==> config.mk <==
export PLATFORM = sky130hd
export DESIGN_NAME = ahb_dma_peri_slave
export DESIGN_NICKNAME = d
export VERILOG_FILES = /design/src/rtl/ahb_dma_peri_slave.sv
export SDC_FILE = /design/constraint.sdc
export NUM_CORES = 2
export LEC_CHECK = 0
export CAP_MARGIN = 20
export CELL_PAD_IN_SITES_DETAIL_PLACEMENT = 0
export CELL_PAD_IN_SITES_GLOBAL_PLACEMENT = 1
export CORE_ASPECT_RATIO = 0.9
export CORE_MARGIN = 1.5
export CORE_UTILIZATION = 30
export CTS_CLUSTER_SIZE = 10
export DETAILED_ROUTE_END_ITERATION = 10
export PLACE_DENSITY_LB_ADDON = 0.1
export REMOVE_ABC_BUFFERS = 1
export SLEW_MARGIN = 25
export SYNTH_ARGS = -nofsm -noshare
export SYNTH_HDL_FRONTEND = slang
export SYNTH_SLANG_ARGS = --single-unit
==> constraint.sdc <==
create_clock -name clk -period 8.18 [get_ports clk]
set_input_delay 0.818 -clock clk [delete_from_list [all_inputs] [get_ports clk]]
set_output_delay 0.818 -clock clk [all_outputs]
set_load 0.01 [all_outputs]
==> src/rtl/ahb_dma_peri_slave.sv <==
// ahb_dma_peri_slave
//   AHB-Lite responder that models a DMA-capable peripheral. It holds a
//   word-addressed data RAM (offset 0x00 .. 4*MEM_WORDS-1), four descriptor
//   registers at 0xA0 (SAddr), 0xA4 (DAddr), 0xA8 (Size) and 0xAC (Ctrl), and
//   a DMA request flag raised by the peripheral and cleared when the DMAC
//   reads Ctrl.
//
//   Build option: define AHB_DMA_PERI_SLAVE_ERR_EN to answer illegal
//   transfers with the two-cycle ERROR response. Without it, illegal
//   transfers complete OKAY (with wait states), writes are dropped, reads
//   return 0 and HResp is tied to OKAY.
//
// Parameters
//   MEM_WORDS    data RAM depth in 32-bit words (4*MEM_WORDS <= 0xA0)
//   WAIT_STATES  HReadyOut-low cycles in every OKAY data phase (0..15)
//
// Ports
//   clk, rst           clock, asynchronous active-high reset
//   HSel .. HReadyIn   AHB-Lite address/data phase inputs (HAddr[7:0] decoded)
//   HReadyOut, HResp   transfer completion / response
//   HRData             read data, non-zero only in the completing read cycle
//   peri_trig          peripheral data-ready pulse
//   DmaReq             DMA request to the DMAC
module ahb_dma_peri_slave #(
  parameter int MEM_WORDS   = 40,
  parameter int WAIT_STATES = 0
) (
  input  logic        clk,
  input  logic        rst,
  input  logic        HSel,
  input  logic [31:0] HAddr,
  input  logic [1:0]  HTrans,
  input  logic        HWrite,
  input  logic [1:0]  HSize,
  input  logic [31:0] HWData,
  input  logic [3:0]  HWStrb,
  input  logic        HReadyIn,
  output logic        HReadyOut,
  output logic [1:0]  HResp,
  output logic [31:0] HRData,
  input  logic        peri_trig,
  output logic        DmaReq
);

  localparam int         AW      = $clog2(MEM_WORDS);
  localparam logic [8:0] RAM_END = 9'(4 * MEM_WORDS);

  typedef enum logic [2:0] {S_IDLE, S_WAIT, S_DONE, S_ERR1, S_ERR2} state_t;

  state_t      state, nstate;
  logic [3:0]  cnt, cnt_n;
  logic [7:0]  addr_q;
  logic        write_q, err_q;
  logic [31:0] mem [MEM_WORDS];
  logic [31:0] desc [4];

  logic [7:0]  a_in;
  logic        err_in, err_path, accept, can_accept;
  logic        ram_hit, desc_hit, we, ctrl_rd_done;
  logic [AW-1:0] widx;
  logic [31:0] rdata;

  // Upper address bits and the BUSY/SEQ distinction carry no meaning here.
  logic unused;
  assign unused = &{1'b0, HAddr[31:8], HTrans[0]};

  assign a_in = HAddr[7:0];

  // Illegal size, misalignment, past the descriptor block, or in the hole
  // between the end of RAM and the descriptors.
  assign err_in = (HSize == 2'b11)
               || (HSize == 2'b01 && a_in[0])
               || (HSize == 2'b10 && a_in[1:0] != 2'b00)
               || (a_in >= 8'hB0)
               || ({1'b0, a_in} >= RAM_END && a_in <= 8'h9F);

`ifdef AHB_DMA_PERI_SLAVE_ERR_EN
  assign err_path = err_in;
`else
  assign err_path = 1'b0;
`endif

  assign accept     = HSel & HReadyIn & HTrans[1];
  assign can_accept = (state == S_IDLE) || (state == S_DONE) || (state == S_ERR2);

  // State register and address-phase capture
  always_ff @(posedge clk or posedge rst) begin
    if (rst) begin
      state   <= S_IDLE;
      cnt     <= '0;
      addr_q  <= '0;
      write_q <= 1'b0;
      err_q   <= 1'b0;
    end else begin
      state <= nstate;
      cnt   <= cnt_n;
      if (can_accept && accept) begin
        addr_q  <= a_in;
        write_q <= HWrite;
        err_q   <= err_in;
      end
    end
  end

  // Next state and handshake
  always_comb begin
    nstate    = state;
    cnt_n     = cnt;
    HReadyOut = 1'b1;
    case (state)
      S_WAIT: begin
        HReadyOut = 1'b0;
        if (cnt == 4'd0) nstate = S_DONE;
        else             cnt_n  = cnt - 4'd1;
      end
      S_ERR1: begin
        HReadyOut = 1'b0;
        nstate    = S_ERR2;
      end
      default: ;
    endcase
    // A completing (or idle) cycle may take the next address phase directly.
    if (can_accept) begin
      nstate = S_IDLE;
      if (accept) begin
        if (err_path) begin
          nstate = S_ERR1;
        end else if (WAIT_STATES > 0) begin
          nstate = S_WAIT;
          cnt_n  = 4'(WAIT_STATES - 1);
        end else begin
          nstate = S_DONE;
        end
      end
    end
  end

`ifdef AHB_DMA_PERI_SLAVE_ERR_EN
  assign HResp = (state == S_ERR1 || state == S_ERR2) ? 2'b01 : 2'b00;
`else
  assign HResp = 2'b00;
`endif

  // Data phase decode (err_q guarantees alignment and range when clear)
  assign widx     = addr_q[AW+1:2];
  assign ram_hit  = ({1'b0, addr_q} < RAM_END);
  assign desc_hit = (addr_q[7:4] == 4'hA);
  assign we       = (state == S_DONE) && write_q && !err_q;

  // RAM has no reset; state is reset asynchronously, so an aborted
  // transfer can never reach the S_DONE write.
  always_ff @(posedge clk) begin
    if (we && ram_hit)
      for (int i = 0; i < 4; i++)
        if (HWStrb[i]) mem[widx][8*i +: 8] <= HWData[8*i +: 8];
  end

  always_ff @(posedge clk or posedge rst) begin
    if (rst) begin
      for (int r = 0; r < 4; r++) desc[r] <= '0;
    end else if (we && desc_hit) begin
      for (int i = 0; i < 4; i++)
        if (HWStrb[i]) desc[addr_q[3:2]][8*i +: 8] <= HWData[8*i +: 8];
    end
  end

  // Reads sample storage in their own completing cycle, so a write that
  // completed on the accepting edge is already visible (forwarding).
  always_comb begin
    rdata = '0;
    if (ram_hit)       rdata = mem[widx];
    else if (desc_hit) rdata = desc[addr_q[3:2]];
  end

  assign HRData = (state == S_DONE && !write_q && !err_q) ? rdata : 32'h0;

  // DMA request: set by the peripheral, cleared by an OKAY read of Ctrl;
  // a simultaneous set wins.
  assign ctrl_rd_done = (state == S_DONE) && !write_q && !err_q
                        && (addr_q[7:2] == 6'h2B);

  always_ff @(posedge clk or posedge rst) begin
    if (rst) DmaReq <= 1'b0;
    else     DmaReq <= peri_trig | (DmaReq & ~ctrl_rd_done);
  end

endmodule

==> run metrics <==
Initial Utilization roughly 30%; first-pass GRT wire length approximately 240,000 um; largest net degree at the start of global routing roughly 110; top-area cell type share of the netlist area between 60% and 70%; clock slew at reported path FFs about 50 ps; worst r2r src addr_q[3]$_DFFE_PP0P_; Filler cells 17,400; vias approximately 27,000; Seq. cell area 0.0419 mm2; io pins 114; Min-Delay Path Class reg -> reg; CTS tree built; Syn Inst Count ~2,700; drt pass-1 iters 5; RSZ-0062 raised after global routing no; clk root buf clkbuf_16; CTS resizes 0; Slowest cell on crit path dfrtp_2; status finished clean; Wirelength per Cell around 31 um; Int Power approximately 12,000 uW; fin crit period 5670 ps; largest area contributor in the netlist edfxtp_1; Sw Ratio about a quarter; CTS Buf Count between 150 and 200; slew at the pin with the worst max-slew slack between 1000 and 1500 ps; # DRC 0; Layout Nets slightly below 3,000; Reg power frac ~48%; Clk pwr share 39.6%; Overall Global Routing Usage a little under a fifth; Final Skew 21.7 ps; Synth Register Bits around 1,400; multi-input logic area around 0.013 mm2; Pwr per Cell Area between 200 and 300 mW/mm2; Post-synth EDFFs roughly 1,300; top_reg_cell synth edfxtp_1; Port Buffers 85; post-synthesis area per instance a little over 20 um2; initial antenna violation count 12; HPWL Detailed between 100,000 and 150,000 um; clock sink total 1,418; Placeable Area around 0.19 mm2; Pins Over Slew Limit 0; Async SR Flop Fraction around 9.7%; CP Data Arrival Time between 4000 and 5000 ps; std cell rows 150; Vias/cell ~5; hold_sp DmaReq$_DFF_PP0_; Hold Violations, Final 0; antenna-violating nets left 0; Max clock buf depth 3; Leakage Power between 0.02 and 0.025 uW; GRT overflow 0; combinational share of power 12.2%; Tot Pwr 16,600 uW; switching pwr approximately 4100 uW; layout cells sized above 1 between 20% and 30%; Max transition margin around 17%; Synth area leaders edfxtp_1 68%, mux4_2 13%, dfrtp_1 6.1%, mux2i_1 2.2%, mux2_1 1.6%; Clk Latency, worst-skew pair around 800 ps; critical path class reg -> out; Yosys Warn Count 0; fmax 0.176 GHz; DRT iter0 DRCs 2,397; placed cells 5,233; VDD IR max 0.192 mV; CTS Hold Bufs 0; H-tree Lvls 4; Die Width around 460 um; Die ar. roughly 0.19 mm2; CP Capture Type output port; Max stage delay on crit path roughly 930 ps; Worst Setup SP addr_q[7]$_DFFE_PP0P_; synth unique cells 60; cell chain of the critical path buf_4 > nand2b_1 > o221ai_1 > o21ai_1 > a211oi_1 > a2111o_1 > clkdlybuf4s50_1; Max-Cap Viols 0; Final Non-Filler Cells 5,501; fin util between 30% and 40%; crit-path max FO 25; Die Y around 410 um; area grow syn2layout 14.7%; fin crit share between 60% and 70%; Final Wtd Congestion around 0.76; vias in the first global route around 29,000; crit start category flop; Synth Cell Area roughly 0.056 mm2; CP required roughly 7400 ps; Final setup violation count 0; Setup TNS Final 0 ps; Routed WL about 170,000 um; Post-CTS Setup Inserts 0; sequential element share of the synthesized area between 70% and 80%
worst max-delay path: cells and delay by family, from the launching register on:
kind | cells | cell delay [ps]
and+or+nand+nor | 1 | 590
DFF | 1 | 930
AOI/OAI and AO/OA | 4 | 1560
buffers and inverters | 2 | 980
per-stage QoR:
step                      setup slack (ps)  hold WS (ps)  area [um2]
after floorplan                      -7520           452       55300
after global placement                3110           462       59800
after detailed placement              3200           472       59800
after CTS                             2310           486       64400
after global routing                  2270           503       64500
final                                 2510           482       64500
placed cells by master, fill, tap and decap left out, types with 5 or more instances in the layout:
| cell | netlist | layout |
|---|---|---|
| a2111o_1 | 5 | 5 |
| a211oi_1 | 21 | 21 |
| a21oi_1 | 28 | 28 |
| a22o_1 | 7 | 7 |
| a22oi_1 | 18 | 18 |
| and2_1 | 9 | 9 |
| buf_12 | 0 | 9 |
| buf_2 | 55 | 17 |
| buf_4 | 17 | 45 |
| clkbuf_1 | 51 | 76 |
| clkbuf_16 | 0 | 165 |
| clkdlybuf4s50_1 | 0 | 68 |
| dfrtp_1 | 138 | 133 |
| diode_2 | 0 | 6 |
| edfxtp_1 | 1280 | 1280 |
| inv_6 | 0 | 10 |
| mux2_1 | 80 | 80 |
| mux2_2 | 68 | 68 |
| mux2i_1 | 126 | 126 |
| mux4_2 | 334 | 334 |
| nand2_1 | 93 | 87 |
| nand2_2 | 3 | 9 |
| nand2b_1 | 7 | 7 |
| nand3_1 | 15 | 15 |
| nor2_1 | 202 | 191 |
| nor2_2 | 4 | 14 |
| nor2b_1 | 8 | 6 |
| nor3_1 | 7 | 6 |
| o21ai_0 | 8 | 8 |
| o21ai_1 | 19 | 19 |
| o221ai_1 | 16 | 16 |
| o22a_1 | 7 | 7 |
| o22ai_1 | 18 | 18 |
synthesized netlist by cell type, drive strengths merged (16+ instances only):
cell    count
mux2i     126
nand3      19
clkbuf     51
a22oi      18
buf       102
a21oi      28
a211oi     21
dfrtp     138
o221ai     16
mux4      334
o22ai      18
nand2      96
mux2      148
edfxtp   1280
o21ai      27
nor2      208
metal layers:
metal | share of wire, % | global-route usage [%] | vias to the layer above
met5 | 0.0077 | 0 | -
met4 | 2.8 | 5.07 | 2
met3 | 6.2 | 3.83 | 242
met2 | 47 | 28.8 | 707
met1 | 44 | 24.8 | 15000
li1 | - | - | 11500
final timing paths:
path | endpoint | slack, ps | cells past startpoint
max | HRData[9] | 2510 | 7
min | DmaReq$_DFF_PP0_ | 480 | 1
max reg2reg | mem[30][15]$_DFFE_PP_ | 3540 | 6
min reg2reg | DmaReq$_DFF_PP0_ | 480 | 1
max in group asynchronous | desc[71]$_DFFE_PP0P_ | 6550 | 4
min in group asynchronous | addr_q[6]$_DFFE_PP0P_ | 500 | 2
cell families after synthesis:
group / count (synthesis) / synth area share [%]
AO/OA/AOI/OAI: 175 / 2.26
buffers and inverters: 157 / 1.61
flip-flops: 1418 / 74.5
multiplexers: 608 / 18.6
other: 2 / 0.0134
AND/OR/NAND/NOR: 378 / 2.97
sequential cells by signal, summed over array words and instances, names as in the netlist:
signal / flops
mem: 1280
DmaReq: 1
err_q: 1
desc: 128
addr_q: 6
state: 1
write_q: 1
power groups by stage:
stage,combinational [uW],sequential [uW],clock (uW)
after detailed placement,2080,8150,0
after floorplan,1670,8380,0
after global routing,2160,8010,7030
final,2030,8000,6570
after CTS,2090,8000,6770
after global placement,2070,8150,0
layout make-up:
class,count,area share [%]
well taps,2508,4.87
clock buffers,245,6.93
repair buffers,140,2.03
multi-input cells,1164,20.9
diodes,6,0.0233
clock inverters,16,0.229
flip-flops and latches,1418,65.0
inverters,4,0.0310
Note: power is estimated with default switching activity, not from simulation.
